[src/rtl/div_tick_ctrl_if.sv]
// Config handshake bundle for div_tick_ctrl: divisor and tick budget over valid/ready.
interface div_tick_ctrl_if #(
    parameter int DIV_W = 8,
    parameter int CNT_W = 8
);
    logic             cfg_valid;
    logic             cfg_ready;
    logic [DIV_W-1:0] cfg_div;
    logic [CNT_W-1:0] cfg_count;

    modport master (output cfg_valid, cfg_div, cfg_count, input  cfg_ready);
    modport slave  (input  cfg_valid, cfg_div, cfg_count, output cfg_ready);
endinterface

[src/rtl/div_tick_ctrl.sv]
// Divide-by-N tick sequencer: free-running or budgeted single-cycle enable pulses.
// Optional DIV_TICK_DUTY50_EN adds a registered ~50% duty output div_out.
module div_tick_ctrl #(
    parameter int DIV_W   = 8,
    parameter int CNT_W   = 8,
    parameter int DEF_DIV = 3
) (
    input  logic           clk,
    input  logic           reset,
    div_tick_ctrl_if.slave cfg,
    input  logic           start,
    input  logic           stop,
    output logic           tick,
    output logic           busy,
    output logic           done,
    output logic           err
`ifdef DIV_TICK_DUTY50_EN
    ,
    output logic           div_out
`endif
);

    typedef enum logic [1:0] {
        S_IDLE = 2'd0,
        S_RUN  = 2'd1,
        S_DONE = 2'd2
    } state_t;

    state_t           state;
    logic [DIV_W-1:0] div_reg;
    logic [DIV_W-1:0] phase;
    logic [DIV_W-1:0] phase_nxt;
    logic [CNT_W-1:0] cnt_reg;
    logic [CNT_W-1:0] remaining;
    logic             cfg_acc;
    logic             cfg_ok;

    assign cfg.cfg_ready = (state == S_IDLE);
    assign cfg_acc       = cfg.cfg_valid && (state == S_IDLE);
    assign cfg_ok        = (cfg.cfg_div >= DIV_W'(2));
    assign phase_nxt     = (phase == div_reg - DIV_W'(1)) ? '0 : phase + DIV_W'(1);

    // Outputs are registered from the next-state values, so tick still equals
    // (state==RUN && phase==0) as seen from outside.
    always_ff @(posedge clk) begin
        if (reset) begin
            state     <= S_IDLE;
            div_reg   <= DIV_W'(DEF_DIV);
            cnt_reg   <= '0;
            phase     <= '0;
            remaining <= '0;
            tick      <= 1'b0;
            busy      <= 1'b0;
            done      <= 1'b0;
            err       <= 1'b0;
`ifdef DIV_TICK_DUTY50_EN
            div_out   <= 1'b0;
`endif
        end else begin
            tick    <= 1'b0;
            busy    <= 1'b0;
            done    <= 1'b0;
            err     <= 1'b0;
`ifdef DIV_TICK_DUTY50_EN
            div_out <= 1'b0;
`endif
            case (state)
                S_IDLE: begin
                    if (cfg_acc && cfg_ok) begin
                        div_reg <= cfg.cfg_div;
                        cnt_reg <= cfg.cfg_count;
                    end
                    err <= cfg_acc && !cfg_ok;
                    if (start) begin
                        state     <= S_RUN;
                        phase     <= '0;
                        remaining <= (cfg_acc && cfg_ok) ? cfg.cfg_count : cnt_reg;
                        tick      <= 1'b1;
                        busy      <= 1'b1;
`ifdef DIV_TICK_DUTY50_EN
                        div_out   <= 1'b1;
`endif
                    end
                end
                S_RUN: begin
                    if (stop) begin
                        state <= S_IDLE;
                    end else if (phase == '0 && remaining == CNT_W'(1)) begin
                        state     <= S_DONE;
                        done      <= 1'b1;
                        remaining <= '0;
                    end else begin
                        phase <= phase_nxt;
                        tick  <= (phase_nxt == '0);
                        busy  <= 1'b1;
`ifdef DIV_TICK_DUTY50_EN
                        div_out <= (phase_nxt < (div_reg >> 1));
`endif
                        if (phase == '0 && remaining != '0)
                            remaining <= remaining - CNT_W'(1);
                    end
                end
                S_DONE:  state <= S_IDLE;
                default: state <= S_IDLE;
            endcase
        end
    end

endmodule

[src/flat_wrapper.sv]
// flat-port wrapper written by rule: the top's interface ports become plain ports
module div_tick_ctrl_flat 
#(
    parameter int DIV_W   = 8,
    parameter int CNT_W   = 8,
    parameter int DEF_DIV = 3
)
  (clk, reset, start, stop, tick, busy, done, err, cfg_cfg_valid, cfg_cfg_div, cfg_cfg_count, cfg_cfg_ready);
  div_tick_ctrl_if #(.DIV_W(DIV_W), .CNT_W(CNT_W)) cfg_i ();
  input  logic clk;
  input  logic reset;
  input  logic start;
  input  logic stop;
  output logic tick;
  output logic busy;
  output logic done;
  output logic err;
  input wire logic [$bits(cfg_i.cfg_valid)-1:0] cfg_cfg_valid;
  input wire logic [$bits(cfg_i.cfg_div)-1:0] cfg_cfg_div;
  input wire logic [$bits(cfg_i.cfg_count)-1:0] cfg_cfg_count;
  output wire logic [$bits(cfg_i.cfg_ready)-1:0] cfg_cfg_ready;
  assign cfg_i.cfg_valid = cfg_cfg_valid;
  assign cfg_i.cfg_div = cfg_cfg_div;
  assign cfg_i.cfg_count = cfg_cfg_count;
  assign cfg_cfg_ready = cfg_i.cfg_ready;
  div_tick_ctrl #(.DIV_W(DIV_W), .CNT_W(CNT_W), .DEF_DIV(DEF_DIV)) u_core (.clk(clk), .reset(reset), .cfg(cfg_i), .start(start), .stop(stop), .tick(tick), .busy(busy), .done(done), .err(err));
endmodule
[config.mk]
export PLATFORM = sky130hd
export DESIGN_NAME = div_tick_ctrl_flat
export DESIGN_NICKNAME = d
export VERILOG_FILES = /design/src/rtl/div_tick_ctrl_if.sv /design/src/rtl/div_tick_ctrl.sv /design/src/flat_wrapper.sv
export SDC_FILE = /design/constraint.sdc
export NUM_CORES = 1
export LEC_CHECK = 0
export ABC_AREA = 1
export ABC_CLOCK_PERIOD_IN_PS = 2800
export BUFFER_PORTS_ARGS = -buffer_cell sky130_fd_sc_hd__buf_2
export CAP_MARGIN = 10
export CORE_MARGIN = 10
export CORE_UTILIZATION = 45
export DETAILED_ROUTE_END_ITERATION = 10
export PLACE_DENSITY_LB_ADDON = 0.1
export SKIP_CTS_REPAIR_TIMING = 1
export SYNTH_ARGS = -nofsm -noshare
export SYNTH_HDL_FRONTEND = slang
export SYNTH_SLANG_ARGS = --single-unit
[constraint.sdc]
create_clock -name clk -period 2.8 [get_ports clk]
set_input_delay 0.84 -clock clk [delete_from_list [all_inputs] [get_ports clk]]
set_output_delay 0.84 -clock clk [all_outputs]
set_load 0.005 [all_outputs]
======== After elaboration in Yosys (flattened, before gate mapping) ========
Index checks and enable logic that the tools add are counted.
storage, ports and cells
  word-level logic and storage cells ...... 63
  flip-flop bits (word level) ............. 38
  output and inout bits ................... 5
  input port bits ......................... 21
cells by class
  bitwise gates (word level) .............. 2
  multiplexer cells ....................... 23
  eq/ne operators ......................... 8
  reduce and logical (&&, ||, !) cells .... 17
  add/subtract/negate cells ............... 3
  magnitude comparators ................... 1
operator list
  cell                                                                count
  2-to-1 mux 8 bit                                                    9
  one-hot mux 8 bit (2 select lines)                                  2
  zero test 8 bit                                                     2
  subtractor 8 x 1 -> 8 bit (second input constant)                   2
  adder 8 x 1 -> 8 bit (second input constant)                        1
  == test 8 x 1 -> 1 bit (second input constant)                      1
  == test 8 bit                                                       1
  greater-or-equal comparator 8 x 2 -> 1 bit (second input constant)  1
  AND reduction 4 bit                                                 2
  nonzero test 8 bit                                                  1
  2-to-1 mux 1 bit                                                    6
  2-to-1 mux 2 bit                                                    3
  != test 2 bit (second input constant)                               3
  logical AND 1 bit                                                   5
  one-hot mux 1 bit (2 select lines)                                  2
  one-hot mux 2 bit (2 select lines)                                  1
  AND reduction 2 bit                                                 2
  != test 3 x 1 -> 1 bit (second input constant)                      1
  != test 3 x 2 -> 1 bit (second input constant)                      1
  OR reduction 3 bit                                                  1
  == test 2 x 1 -> 1 bit (second input constant)                      1
  zero test 2 bit                                                     1
  inverter 1 bit                                                      2
  nonzero test 2 bit                                                  1
  other kinds (2)                                                     2

======== Depth between registers and ports, before layout ========
  word-level depth ........................ 7
  mapped depth ............................ 16
  depth with buffers taken out ............ 15

======== Least setup slack after synthesis ========
OpenSTA, ideal clock, no wires.
  path type ............................... input to register
  from .................................... in cfg_cfg_div[4]
  to ...................................... reg u_core.remaining[5]
  data required time ...................... 2.691 ns
  cell stages on the path ................. 10
  path buffers ............................ 1
  arrival ................................. 1.930 ns
  setup time .............................. 0.109 ns
  slack ................................... 0.762 ns
  path through ............................ nor4_1 nand2_1 nand2_1 inv_1 buf_2 or2_1 o211ai_1 nand3_1 nand2_1 inv_1
on the way
  cells in the longest elaborated chain, start to end .. 5
RTL lines
  what                                        RTL line              source
  start, declared                             flat_wrapper.sv:19    input wire logic [$bits(cfg_i.cfg_div)-1:0] cfg_cfg_div;
  greater-or-equal comparator 8 x 2 -> 1 bit  div_tick_ctrl.sv:40   assign cfg_ok = (cfg.cfg_div >= DIV_W'(2));
  logical AND 1 bit                           div_tick_ctrl.sv:77   remaining <= (cfg_acc && cfg_ok) ? cfg.cfg_count : cnt_reg;
  2-to-1 mux 8 bit                            n/a
  2-to-1 mux 8 bit                            div_tick_ctrl.sv:74   if (start) begin
  one-hot mux 8 bit (2 select lines)          div_tick_ctrl.sv:67   case (state)
  end signal, assigned                        div_tick_ctrl.sv:77
  end signal, assigned                        div_tick_ctrl.sv:100  remaining <= remaining - CNT_W'(1);
  end, declared                               div_tick_ctrl.sv:34   logic [CNT_W-1:0] remaining;
No other way between the ends. The select of a mux whose other input is x is not followed.
A chain may end at the register's enable or synchronous reset.

======== Worst setup path after layout ========
  from .................................... in cfg_cfg_div[4]
  to ...................................... reg u_core.remaining[2]
The elaborated chain is that of the path after synthesis.

==> flow_metrics.env <==
export IMPL_status="completed"
export IMPL_fmax_ghz=0.490
export IMPL_clock_sinks=38
export IMPL_io_pins=26
export IMPL_crit_required_ns=2.98
export IMPL_diodes=0
export IMPL_endpoint_kind="flop"
export IMPL_report_final_setup_viol=0
export IMPL_final_common_cell="nand2_1"
export IMPL_path_common_cell="nand2_1"
export IMPL_dieArea_um2=7970
export IMPL_tightest_slew_ns=0.540
export IMPL_syn_to_final_growth_pct=10.7
export IMPL_htree_num_levels=2
export IMPL_hold_viol=0
export IMPL_synth_area_leaders="dfxtp_1 (35%), nand2_1 (11%), nor2_1 (7.8%), inv_1 (6.6%), o21ai_0 (5.8%)"
export IMPL_core_area_um2=4690
export IMPL_grt_setup_unrepaired="false"
export IMPL_grt_overflow_total=0
export IMPL_placed_area_um2=2300
export IMPL_power_density_nw_per_um2=529
export IMPL_grt_max_degree=24
export IMPL_nNetsFinal=368
export IMPL_die_h_um=89.3
export IMPL_peakVddDrop_mv=0.248
export IMPL_cts_root_buf="clkbuf_8"
export IMPL_worstSkewPairLatency_ns=0.29
export IMPL_antenna_found_initial=0
export IMPL_slew_headroom_pct=64.0
export IMPL_grtUsageTotal_pct=13.8
export IMPL_synth_cells=319
export IMPL_worstSetupPathType="in2reg"
export IMPL_slew_viol_final=0
export IMPL_wl_per_cell_um=12.4
export IMPL_ys_seq_elements=38
export IMPL_nFillCells=504
export IMPL_drc=0
export IMPL_cts_tree="done"
export IMPL_crit_family="simple AND/OR/NAND/NOR gates"
export IMPL_drt_total_wl_um=4940
export IMPL_p_leak_nw=1.13
export IMPL_finalClockSkew_ns=0.00776
export IMPL_postSynthAreaPerCell_um2=6.77
export IMPL_cpMaxStageDelayCell="or2_2"
export IMPL_yosysWarningCount=0
export IMPL_final_antenna_net_count=0
export IMPL_crit_chain="buf_2 -> nor4_1 -> nand2_1 -> nand2_1 -> inv_1 -> or2_2 -> o211ai_1 -> nand3_1 -> nand2_1 -> inv_1"
export IMPL_finalCritPeriodShare_pct=72.8
export IMPL_grt_pass1_vias=1906
export IMPL_crit_fanout=13
export IMPL_initial_utilization_pct=46.0
export IMPL_grt_pass1_wl_um=8690
export IMPL_clkTransAtPathRegs_ns=0.07
export IMPL_period_needed_ns=2.04
export IMPL_path_buf_inv=3
export IMPL_vias=1974
export IMPL_synth_top_area_share_pct=35.2
export IMPL_startpoint_type="primary input"
export IMPL_fp_row_count=25
export IMPL_drtIter0Drc=49
export IMPL_syn_nets=345
export IMPL_fin_setup_tns_ns=0
export IMPL_synth_top_area_cell="dfxtp_1"
export IMPL_vias_per_cell=4.97
export IMPL_worst_hold_path_type="reg2reg"
export IMPL_clk_path_buf_depth=2
export IMPL_drt_first_pass_iters=4
export IMPL_numCtsBuffers=5
export IMPL_yosysUniqueCellTypes=34
export IMPL_io_buffer_count=25
export IMPL_crit_arrival_ns=2.22
export IMPL_drive_above_1_share_pct=14.9
export IMPL_max_cap_violations=0
export IMPL_fin_area_um2=2390
export IMPL_dp_hpwl_um=3810
export IMPL_layout_common_cells="nand2_1 (64), nor2_1 (45), inv_1 (38), dfxtp_1 (38)"
export IMPL_netlist_area_um2=2160
export IMPL_max_stage_delay_ns=0.33
export IMPL_fp_dieW_um=89.3
export IMPL_yosysSeqAreaShare_pct=35.2
export IMPL_place_congestion=0.855
-- worst min-delay path, delay by kind of cell (launching register included) --
kind	cells	cell delay (ns)
AOI/OAI and AO/OA	1	0.05
DFF	1	0.32
buffers and inverters	1	0.07
-- area by class of cell --
class | count | area (um^2) | share of cell area, %
clock buffer | 7 | 86.3 | 3.61
clock inverter | 1 | 5.00 | 0.209
inverter | 45 | 169 | 7.06
multi-input combinational | 226 | 1170 | 48.9
sequential | 38 | 761 | 31.8
tap | 54 | 67.6 | 2.83
timing repair buffer | 26 | 133 | 5.55
-- synth_stat cells, drive strengths merged --
cell	count
a211oi	1
o311ai	1
clkbuf	4
clkinv	2
o21bai	1
dfxtp	38
xnor2	6
a21oi	13
nor2	49
a31oi	1
nand2	65
or2	5
nor4	6
inv	43
o31ai	1
xor2	8
nand3	21
o21ai	30
nand3b	1
nor3	4
mux2i	2
o211ai	6
buf	6
ha	5
-- through the flow --
stage / hold WS [ns] / worst slack [ns] / total power, mW / utilization [%] / std cells
3_3_place_gp: 0.478 / 0.495 / 0.890 / 49.0 / 389
5_1_grt: 0.536 / 0.478 / 1.34 / 51.0 / 397
6_report: 0.493 / 0.761 / 1.26 / 51.0 / 397
2_1_floorplan: 0.456 / 0.762 / 0.826 / - / 319
3_5_place_dp: 0.491 / 0.462 / 0.890 / 49.0 / 389
4_1_cts: 0.502 / 0.736 / 1.28 / 51.0 / 397
-- cells by family after synthesis --
group           share of synthesized area [%]
compound gates                           14.0
mux                                     0.927
xor+xnor                                 5.68
flops                                    35.2
fa+ha+maj                                2.90
simple gates                             30.6
buf+inv                                  10.6
-- power breakdown --
part / switching [mW] / leakage [nW] / total (mW) / internal (mW)
clock network: 0.188 / 0.0482 / 0.387 / 0.199
registers: 0.0296 / 0.313 / 0.608 / 0.578
logic: 0.164 / 0.772 / 0.270 / 0.106
total: 0.382 / 1.13 / 1.26 / 0.883
-- worst paths after layout --
| check | startpoint | to | slack, ns | depth (start not counted) |
|---|---|---|---|---|
| worst max register to register | u_core.div_reg[0] | u_core.tick | 0.76 | 15 |
| worst max-delay path | cfg_cfg_div[4] | u_core.remaining[2] | 0.76 | 10 |
| worst min register to register | u_core.div_reg[6] | u_core.div_reg[6] | 0.49 | 2 |
| worst min-delay path | u_core.div_reg[6] | u_core.div_reg[6] | 0.49 | 2 |
-- routing by layer --
| layer | GRT usage (%) | wire length (um) |
|---|---|---|
| met1 | 15.6 | 2230 |
| met2 | 24.2 | 2420 |
| met3 | 4.19 | 196 |
| met4 | 4.34 | 88 |
| met5 | 0 | 0 |
No activity file was read; power rests on OpenSTA's default activity.
